`src/rtl/rv32_pkg.sv`:
```
// Shared RV32I decode types: immediate format select, opcode constants and the
// ID/EX control bundle used by the decode stage and the immediate extender.
package rv32_pkg;

  typedef enum logic [2:0] {
    FMT_I    = 3'd0,
    FMT_S    = 3'd1,
    FMT_B    = 3'd2,
    FMT_U    = 3'd3,
    FMT_J    = 3'd4,
    FMT_NONE = 3'd7
  } imm_fmt_t;

  localparam logic [6:0] OPC_LOAD     = 7'b0000011;
  localparam logic [6:0] OPC_MISC_MEM = 7'b0001111;
  localparam logic [6:0] OPC_OP_IMM   = 7'b0010011;
  localparam logic [6:0] OPC_AUIPC    = 7'b0010111;
  localparam logic [6:0] OPC_STORE    = 7'b0100011;
  localparam logic [6:0] OPC_OP       = 7'b0110011;
  localparam logic [6:0] OPC_LUI      = 7'b0110111;
  localparam logic [6:0] OPC_BRANCH   = 7'b1100011;
  localparam logic [6:0] OPC_JALR     = 7'b1100111;
  localparam logic [6:0] OPC_JAL      = 7'b1101111;
  localparam logic [6:0] OPC_SYSTEM   = 7'b1110011;

  localparam logic [31:0] INSTR_ECALL  = 32'h0000_0073;
  localparam logic [31:0] INSTR_EBREAK = 32'h0010_0073;

  typedef struct packed {
    logic reg_write;
    logic mem_read;
    logic mem_write;
    logic branch;
    logic jump;
    logic trap;
  } id_ex_ctrl_t;

  localparam int CTRL_W = $bits(id_ex_ctrl_t);

  typedef enum logic {
    ST_RUN  = 1'b0,
    ST_HALT = 1'b1
  } state_t;

endpackage

```
`src/rtl/rv32_opcode_decoder.sv`:
```
// Pure combinational RV32I opcode decoder: immediate format, source-register
// usage, ID/EX control bits and trap/illegal classification.
module rv32_opcode_decoder
  import rv32_pkg::*;
(
  input  logic [31:0]       instr,
  output logic [2:0]        imm_fmt,
  output logic              uses_rs1,
  output logic              uses_rs2,
  output logic [CTRL_W-1:0] ctrl,
  output logic              illegal,
  output logic              is_trap
);

  logic [6:0]  opcode;
  logic [4:0]  rd_idx;
  logic        rd_written;
  imm_fmt_t    fmt;
  id_ex_ctrl_t c;

  assign opcode  = instr[6:0];
  assign rd_idx  = instr[11:7];
  assign imm_fmt = fmt;
  assign ctrl    = c;

  always_comb begin
    fmt        = FMT_NONE;
    uses_rs1   = 1'b0;
    uses_rs2   = 1'b0;
    rd_written = 1'b0;
    illegal    = 1'b0;
    c          = '0;
    case (opcode)
      OPC_LOAD: begin
        fmt        = FMT_I;
        uses_rs1   = 1'b1;
        rd_written = 1'b1;
        c.mem_read = 1'b1;
      end
      OPC_OP_IMM: begin
        fmt        = FMT_I;
        uses_rs1   = 1'b1;
        rd_written = 1'b1;
      end
      OPC_JALR: begin
        fmt        = FMT_I;
        uses_rs1   = 1'b1;
        rd_written = 1'b1;
        c.jump     = 1'b1;
      end
      OPC_SYSTEM, OPC_MISC_MEM: begin
        fmt      = FMT_I;
        uses_rs1 = 1'b1;
      end
      OPC_STORE: begin
        fmt         = FMT_S;
        uses_rs1    = 1'b1;
        uses_rs2    = 1'b1;
        c.mem_write = 1'b1;
      end
      OPC_BRANCH: begin
        fmt      = FMT_B;
        uses_rs1 = 1'b1;
        uses_rs2 = 1'b1;
        c.branch = 1'b1;
      end
      OPC_LUI, OPC_AUIPC: begin
        fmt        = FMT_U;
        rd_written = 1'b1;
      end
      OPC_JAL: begin
        fmt        = FMT_J;
        rd_written = 1'b1;
        c.jump     = 1'b1;
      end
      OPC_OP: begin
        fmt        = FMT_NONE;
        uses_rs1   = 1'b1;
        uses_rs2   = 1'b1;
        rd_written = 1'b1;
      end
      default: begin
        illegal = 1'b1;
      end
    endcase

    is_trap     = (instr == INSTR_ECALL) || (instr == INSTR_EBREAK);
    c.reg_write = rd_written && (rd_idx != 5'd0);

    // Trapping instructions travel down the pipe with no architectural side effects.
    if (is_trap || illegal) begin
      c.reg_write = 1'b0;
      c.mem_read  = 1'b0;
      c.mem_write = 1'b0;
      c.trap      = 1'b1;
    end
  end

endmodule

```
`src/rtl/decode_hazard_controller.sv`:
```
// ID-stage sequencer: owns the ID/EX control register, load-use interlock,
// flush handling, RUN/HALT trap FSM and a saturating stall-cycle counter.
module decode_hazard_controller
  import rv32_pkg::*;
#(
  parameter int COUNT_W      = 32,
  parameter bit RESET_HALTED = 1'b0
) (
  input  logic               clk,
  input  logic               reset,
  input  logic               if_id_valid,
  input  logic [31:0]        if_id_instr,
  input  logic               flush_in,
  input  logic               resume_in,
  output logic [2:0]         imm_format,
  output logic               stall_out,
  output logic               halted,
  output logic               id_ex_valid,
  output logic [4:0]         id_ex_rs1,
  output logic [4:0]         id_ex_rs2,
  output logic [4:0]         id_ex_rd,
  output logic [2:0]         id_ex_imm_format,
  output logic               id_ex_reg_write,
  output logic               id_ex_mem_read,
  output logic               id_ex_mem_write,
  output logic               id_ex_branch,
  output logic               id_ex_jump,
  output logic               id_ex_trap,
  output logic [COUNT_W-1:0] stall_count
);

  state_t            state, state_next;
  logic [2:0]        dec_fmt;
  logic              dec_uses_rs1, dec_uses_rs2;
  logic [CTRL_W-1:0] dec_ctrl_bits;
  id_ex_ctrl_t       dec_ctrl, ctrl_q;
  logic              dec_illegal, dec_is_trap;
  logic [4:0]        rs1_field, rs2_field, rd_field;
  logic              rs1_hit, rs2_hit, hazard, issue_live;

  rv32_opcode_decoder u_decoder (
    .instr    (if_id_instr),
    .imm_fmt  (dec_fmt),
    .uses_rs1 (dec_uses_rs1),
    .uses_rs2 (dec_uses_rs2),
    .ctrl     (dec_ctrl_bits),
    .illegal  (dec_illegal),
    .is_trap  (dec_is_trap)
  );

  assign dec_ctrl   = id_ex_ctrl_t'(dec_ctrl_bits);
  assign imm_format = dec_fmt;
  assign rs1_field  = if_id_instr[19:15];
  assign rs2_field  = if_id_instr[24:20];
  assign rd_field   = if_id_instr[11:7];
  assign halted     = (state == ST_HALT);

  // A load writing x0 never produces a value, so it cannot cause an interlock.
  assign rs1_hit = dec_uses_rs1 && (rs1_field == id_ex_rd);
  assign rs2_hit = dec_uses_rs2 && (rs2_field == id_ex_rd);
  assign hazard  = if_id_valid && id_ex_valid && id_ex_mem_read &&
                   (id_ex_rd != 5'd0) && (rs1_hit || rs2_hit);

  always_comb begin
    state_next = state;
    stall_out  = 1'b0;
    issue_live = 1'b0;
    if (flush_in) begin
      stall_out = 1'b0;
    end else if (state == ST_HALT) begin
      stall_out = 1'b1;
      if (resume_in) begin
        state_next = ST_RUN;
      end
    end else if (hazard) begin
      stall_out = 1'b1;
    end else if (if_id_valid) begin
      issue_live = 1'b1;
      if (dec_is_trap || dec_illegal) begin
        state_next = ST_HALT;
      end
    end
  end

  // Every non-issue cycle loads a fully cleared bubble so no stale fields linger.
  always_ff @(posedge clk) begin
    if (reset) begin
      state            <= RESET_HALTED ? ST_HALT : ST_RUN;
      id_ex_valid      <= 1'b0;
      id_ex_rs1        <= 5'd0;
      id_ex_rs2        <= 5'd0;
      id_ex_rd         <= 5'd0;
      id_ex_imm_format <= 3'd0;
      ctrl_q           <= '0;
      stall_count      <= '0;
    end else begin
      state <= state_next;
      if (issue_live) begin
        id_ex_valid      <= 1'b1;
        id_ex_rs1        <= rs1_field;
        id_ex_rs2        <= rs2_field;
        id_ex_rd         <= rd_field;
        id_ex_imm_format <= dec_fmt;
        ctrl_q           <= dec_ctrl;
      end else begin
        id_ex_valid      <= 1'b0;
        id_ex_rs1        <= 5'd0;
        id_ex_rs2        <= 5'd0;
        id_ex_rd         <= 5'd0;
        id_ex_imm_format <= 3'd0;
        ctrl_q           <= '0;
      end
      if (stall_out && (stall_count != '1)) begin
        stall_count <= stall_count + COUNT_W'(1);
      end
    end
  end

  assign id_ex_reg_write = ctrl_q.reg_write;
  assign id_ex_mem_read  = ctrl_q.mem_read;
  assign id_ex_mem_write = ctrl_q.mem_write;
  assign id_ex_branch    = ctrl_q.branch;
  assign id_ex_jump      = ctrl_q.jump;
  assign id_ex_trap      = ctrl_q.trap;

endmodule

```
`config.mk`:
```
export PLATFORM = sky130hd
export DESIGN_NAME = decode_hazard_controller
export DESIGN_NICKNAME = d
export VERILOG_FILES = /design/src/rtl/rv32_pkg.sv /design/src/rtl/rv32_opcode_decoder.sv /design/src/rtl/decode_hazard_controller.sv
export SDC_FILE = /design/constraint.sdc
export NUM_CORES = 1
export LEC_CHECK = 0
export BUFFER_PORTS_ARGS = -buffer_cell sky130_fd_sc_hd__buf_2
export CORE_MARGIN = 5
export CORE_UTILIZATION = 51
export CTS_CLUSTER_DIAMETER = 150
export DETAILED_ROUTE_END_ITERATION = 6
export PLACE_DENSITY = 0.81
export SLEW_MARGIN = 20
export SYNTH_ARGS = -nofsm -noshare
export SYNTH_HDL_FRONTEND = slang
export SYNTH_SLANG_ARGS = --single-unit
```
`constraint.sdc`:
```
create_clock -name clk -period 3.3 [get_ports clk]
set_clock_uncertainty 0.1 [all_clocks]
set_input_delay 0.66 -clock clk [delete_from_list [all_inputs] [get_ports clk]]
set_output_delay 0.66 -clock clk [all_outputs]
set_load 0.02 [all_outputs]
```
Yosys cells after proc, flatten, opt, wreduce, memory -nomap -nowiden
Cells that the tools add are included.
W data, S select, Z words.
{"block": "classes", "n_mux": 22, "eq_ne": 16, "bitwise": 1, "addsub": 1, "reduce_logical": 22}
{"operator": "$add A32 B1 Y32 const B", "count": 1}
{"operator": "$eq A32 B21 Y1 const B", "count": 1}
{"operator": "$eq A32 B7 Y1 const B", "count": 1}
{"operator": "$ne A32 B32 Y1 const B", "count": 1}
{"operator": "$eq A7 B7 Y1 const B", "count": 4}
{"operator": "$eq A7 B6 Y1 const B", "count": 3}
{"operator": "$mux W1", "count": 21}
{"operator": "$pmux W3 S5", "count": 1}
{"operator": "$eq A7 B5 Y1 const B", "count": 2}
{"operator": "$reduce_or A11 Y1", "count": 1}
{"operator": "$eq A5 B5 Y1", "count": 2}
{"operator": "$reduce_bool A5 Y1", "count": 2}
{"operator": "$logic_and A1 B1 Y1", "count": 8}
{"operator": "$reduce_or A8 Y1", "count": 1}
{"operator": "$eq A7 B2 Y1 const B", "count": 1}
{"operator": "$eq A7 B4 Y1 const B", "count": 1}
{"operator": "$reduce_or A7 Y1", "count": 1}
{"operator": "$reduce_or A2 Y1", "count": 3}
{"operator": "$reduce_or A3 Y1", "count": 2}
{"operator": "$reduce_or A5 Y1", "count": 1}
{"operator": "$logic_or A1 B1 Y1", "count": 3}
{"operator": "$not A1 Y1", "count": 1}
{"block": "word_totals", "ff_bits": 58, "inputBits": 37, "wordCells": 75, "output_inout_bits": 62}

Depth between registers and ports, before layout
{"block": "logic_depth", "word_depth": 11, "depth_mapped": 10, "mapped_depth_nobuf": 8}

By module
From an unflattened synthesis, not the netlist that was laid out.
{"block": "hier_totals", "cells_unflattened": 340, "hier_area_um2": 2955.3}
{"module": "decode_hazard_controller", "cells_per_inst": 277, "area_per_inst_um2": 2543.7, "n_inst": 1, "seq_area_each_um2": 1161.1}
{"module": "rv32_opcode_decoder", "cells_per_inst": 63, "area_per_inst_um2": 411.6, "n_inst": 1, "seq_area_each_um2": 0.0}

Worst setup path before layout
OpenSTA, ideal clock, no wires.
{"block": "synth_timing", "kind": "input to output", "startpoint": "input if_id_instr[2]", "endpoint": "output stall_out", "path_buffers": 3, "arrival_ps": 2120, "path_slack_ps": 420, "cell_stages": 8, "required_time_ps": 2540, "cell_sequence": "buf_2 -> and2b_1 -> a31oi_2 -> nor2_4 -> o31ai_4 -> buf_2 -> buf_2 -> inv_1"}
{"block": "synth_between", "elab_chain_cells": 9, "elab_cells_between_ends": 19, "classes_between": "8 x eq/ne; 5 x mux; 6 x reduce/logical"}
{"element": "from (decl)", "line": "decode_hazard_controller.sv:12", "source": "input logic [31:0] if_id_instr,"}
{"element": "$eq A7 B6 Y1, or another cell as far along", "line": "rv32_opcode_decoder.sv:33", "source": "case (opcode)"}
{"element": "$reduce_or A8 Y1 (no source line) / $reduce_or A3 Y1 (equally long branches)"}
{"element": "$mux W1", "line": "rv32_opcode_decoder.sv:33"}
{"element": "$logic_and A1 B1 Y1 (on tied branches)", "line": "decode_hazard_controller.sv:59, decode_hazard_controller.sv:60"}
{"element": "$logic_or A1 B1 Y1 *", "line": "decode_hazard_controller.sv:62", "source": "(id_ex_rd != 5'd0) && (rs1_hit || rs2_hit);"}
{"element": "$logic_and A1 B1 Y1 *", "line": "decode_hazard_controller.sv:62"}
{"element": "$mux W1 *", "line": "decode_hazard_controller.sv:75", "source": "end else if (hazard) begin"}
{"element": "$mux W1 *", "line": "decode_hazard_controller.sv:70", "source": "end else if (state == ST_HALT) begin"}
{"element": "$mux W1 *", "line": "decode_hazard_controller.sv:68", "source": "if (flush_in) begin"}
{"element": "to (decl)", "line": "decode_hazard_controller.sv:16", "source": "output logic stall_out,"}
Every way passes the cells marked *; elsewhere a longest branch is shown, timed or not.

Worst setup path in the final report
{"block": "layout_timing", "startpoint": "input if_id_instr[1]", "endpoint": "output stall_out"}
Same word-level chain as after synthesis.

==> impl_metrics.csv <==
group,metric,value,unit
run_status,status,"finished clean",
timing,max_freq,364,MHz
clock_tree,cts_sinks,58,
final_layout,final_cell_mix,"98 x buf_2, 58 x dfxtp_1, 27 x a21oi_1",
worst_hold_path,whs_path_depth,2,
route,drt_iter0_drc,166,
grt,gr-total-overflow,0,
clock_tree,cts_root_buf,"clkbuf_8",
final_layout,num-nets-final,480,
power,p_per_area,374,nW/um^2
route,drt_drc_violations_left,0,
clock_tree,h-tree-depth,3,
setup_path,criticalPathCategory,"primary input to output port",
grt,track_usage,0.202,
logic_synthesis,avgSynthCellArea,8.57,um^2
setup_path,critical_path.top_delay_family,"compound AO/OA/AOI/OAI gates",
final_layout,synthToLayoutAreaGrowth,22.6,%
timing,tightestPinTransition,0.594,ns
setup_path,r2r_slack,0.75,ns
power,power.total,1.37,mW
setup_path,cp.required,2.54,ns
setup_path,rr_endpoint,"stall_count[7]",
power,peakVddDrop,0.260,mV
logic_synthesis,synth_cells,348,
grt,antenna_found_initial,0,
timing,final_hold_viol_count,0,
final_layout,multi_input_area,1670,um^2
place,gp_congestion,0.824,
timing,hold_slack,0.400,ns
timing,layout_min_cycle_time,2.74,ns
floorplanning,die_h,86.5,um
worst_hold_path,min_from,"stall_count[23]",
place,hpwl,5590,um
grt,grt_pass1_wl,12300,um
logic_synthesis,yosysSeqAreaShare,0.389,
worst_hold_path,min_to,"stall_count[23]",
setup_path,worstPathArrival,1.98,ns
grt,grt_pass1_vias,2779,
final_layout,drive_gt1_frac,0.296,
route,wirelength,7430,um
floorplanning,pin_count,99,
logic_synthesis,ys_ff_latch,58,
final_layout,fill_cells,510,
clock_tree,clock_latency,0.33,ns
clock_tree,postCtsSetupRepairBufs,0,
place,dp_slack,0.457,ns
floorplanning,die_w,86.5,um
timing,maxSlewViolCount,0,
logic_synthesis,synthTopCellsByArea,"dfxtp_1 39%, and2_1 4.8%, a21oi_1 4.5%, or4_1 4.3%, nand3_1 3.4%",
setup_path,cp_common_cell,"buf_2",
floorplanning,initial_core_util,0.532,
timing,max-slew-margin-rel,0.604,
final_layout,num_antenna_cells,0,
clock_tree,cts_tree,"yes",
route,ant_nets,0,
grt,grt_max_degree,59,
final_layout,fin_cells,518,
place,dpl.cell_count,503,
setup_path,cp-start-kind,"primary input",
clock_tree,cts.clk_slew.worst_paths,0.07,ns
place,io_buffers,98,
setup_path,cp_max_fo,7,
floorplanning,dieArea,7480,um^2
clock_tree,cts_resized,0,
setup_path,crit_slowest_cell,"a2111oi_4",
route,avgViaCountPerCell,5.63,
final_layout,regArea,1160,um^2
logic_synthesis,synth_top_area_cell,"dfxtp_1",
timing,fin_ws,0.556,ns
worst_hold_path,hold_path.class,"flop to flop",
timing,setup_violations,0,
clock_tree,cts_buffer_depth,2,
timing,fin_setup_tns,0,ns
setup_path,max_stage_delay,0.43,ns
clock_tree,ctsHoldBuffers,0,
setup_path,crit_path_end_kind,"output port",
timing,fin_crit_sh,0.832,
setup_path,rr_startpoint,"stall_count[10]",
timing,rsz0062_at_grt,"false",
logic_synthesis,yosys_warnings,0,
clock_tree,cts_buffers,9,
setup_path,cp_num_buf_inv,3,
setup_path,crit_chain,"buf_2, and2_1, nand3_2, a2111oi_4, o31ai_4, inv_1, buf_2",
final_layout,final_common_cell,"buf_2",
route,wl_per_cell,14.3,um
route,drt-pass1-iter-count,4,
logic_synthesis,netlist_area,2980,um^2
power,leakagePower,1.52,nW
logic_synthesis,synth_nets,386,
setup_path,rr_worst_depth,6,
job,drv_cap,0,
logic_synthesis,synth.top_cell.area_share,0.389,
route,dr_total_vias,2917,
logic_synthesis,synth.distinct_cells,54,
floorplanning,core,5610,um^2
floorplanning,num_rows,27,
-- Yosys cell counts, drive strengths merged --
master and n:
o41ai 2, mux2 7, a22oi 1, nand4b 1
a31oi 1, o21bai 1, nor4 8, a21oi 27
inv 7, nand2b 2, o21ai 10, or3 10
o32ai 2, nand4 12, nor2b 7, o31ai 13
nor3b 2, nor4b 2, a2111oi 1, or2 1
a31o 1, and2 23, or3b 1, ha 1
and3 6, dfxtp 58, a21o 1, or4 17
o211ai 3, mux2i 1, xnor2 8, nand2 25
o311ai 3, clkbuf 7, nor2 23, and4 2
nand3 21, maj3 1, buf 15, and2b 1
nor3 11, xor2 2
-- layer usage --
| metal | global-route usage | wire, um | share of wire |
|---|---|---|---|
| met4 | 0.0921 | 95 | 0.013 |
| met2 | 0.338 | 3580 | 0.48 |
| met5 | 0 | 0 | 0 |
| met1 | 0.236 | 3130 | 0.42 |
| met3 | 0.0618 | 626 | 0.084 |
-- worst max-delay path by stage --
stage,startpoint,to,depth (start not counted)
2_1_floorplan,if_id_instr[2],stall_out,8
3_3_place_gp,if_id_instr[1],stall_count[27],8
3_5_place_dp,if_id_instr[1],stall_count[29],8
4_1_cts,if_id_instr[1],stall_out,7
5_1_grt,if_id_instr[4],stall_out,7
6_report,if_id_instr[1],stall_out,7
-- power breakdown --
part	internal, mW	switching (mW)	total [mW]
clock	0.263	0.269	0.532
sequential	0.709	0.00631	0.715
combinational	0.0495	0.0717	0.121
total	1.02	0.347	1.37
-- worst reg2reg max path: cells and delay by family, from the launching register on --
kind	cells	cell delay [ns]
muxes	1	0.31
and+or+nand+nor	4	1.31
DFF	1	0.46
buffers and inverters	1	0.27
-- sequential cells by signal, indices dropped and copies added (netlist names) --
name              count
id_ex_valid           1
halted                1
id_ex_reg_write       1
id_ex_rs2             5
id_ex_mem_read        1
id_ex_branch          1
id_ex_mem_write       1
id_ex_jump            1
id_ex_trap            1
id_ex_imm_format      3
id_ex_rd              5
stall_count          32
id_ex_rs1             5
-- stage by stage --
step / cell area (um^2) / utilization
5_1_grt: 3660 / 0.652
6_report: 3660 / 0.652
3_5_place_dp: 3500 / 0.625
2_1_floorplan: 2980 / -
3_3_place_gp: 3500 / 0.625
4_1_cts: 3660 / 0.652
-- cell type report --
class                           instances  share of cell area
Multi-Input combinational cell        261               0.457
Tap cell                               72              0.0246
Clock buffer                           11              0.0359
Inverter                                7             0.00719
Timing Repair Buffer                  105               0.152
Sequential cell                        58               0.318
Clock inverter                          4             0.00548
-- cell families after synthesis --
family          after synthesis  synth area share
buf+inv                      29            0.0503
fa+ha+maj                     2           0.00755
flops                        58             0.389
compound gates               66             0.151
mux                           8            0.0298
simple gates                175             0.342
xor+xnor                     10            0.0294
Power figures use the tool's default switching activity.
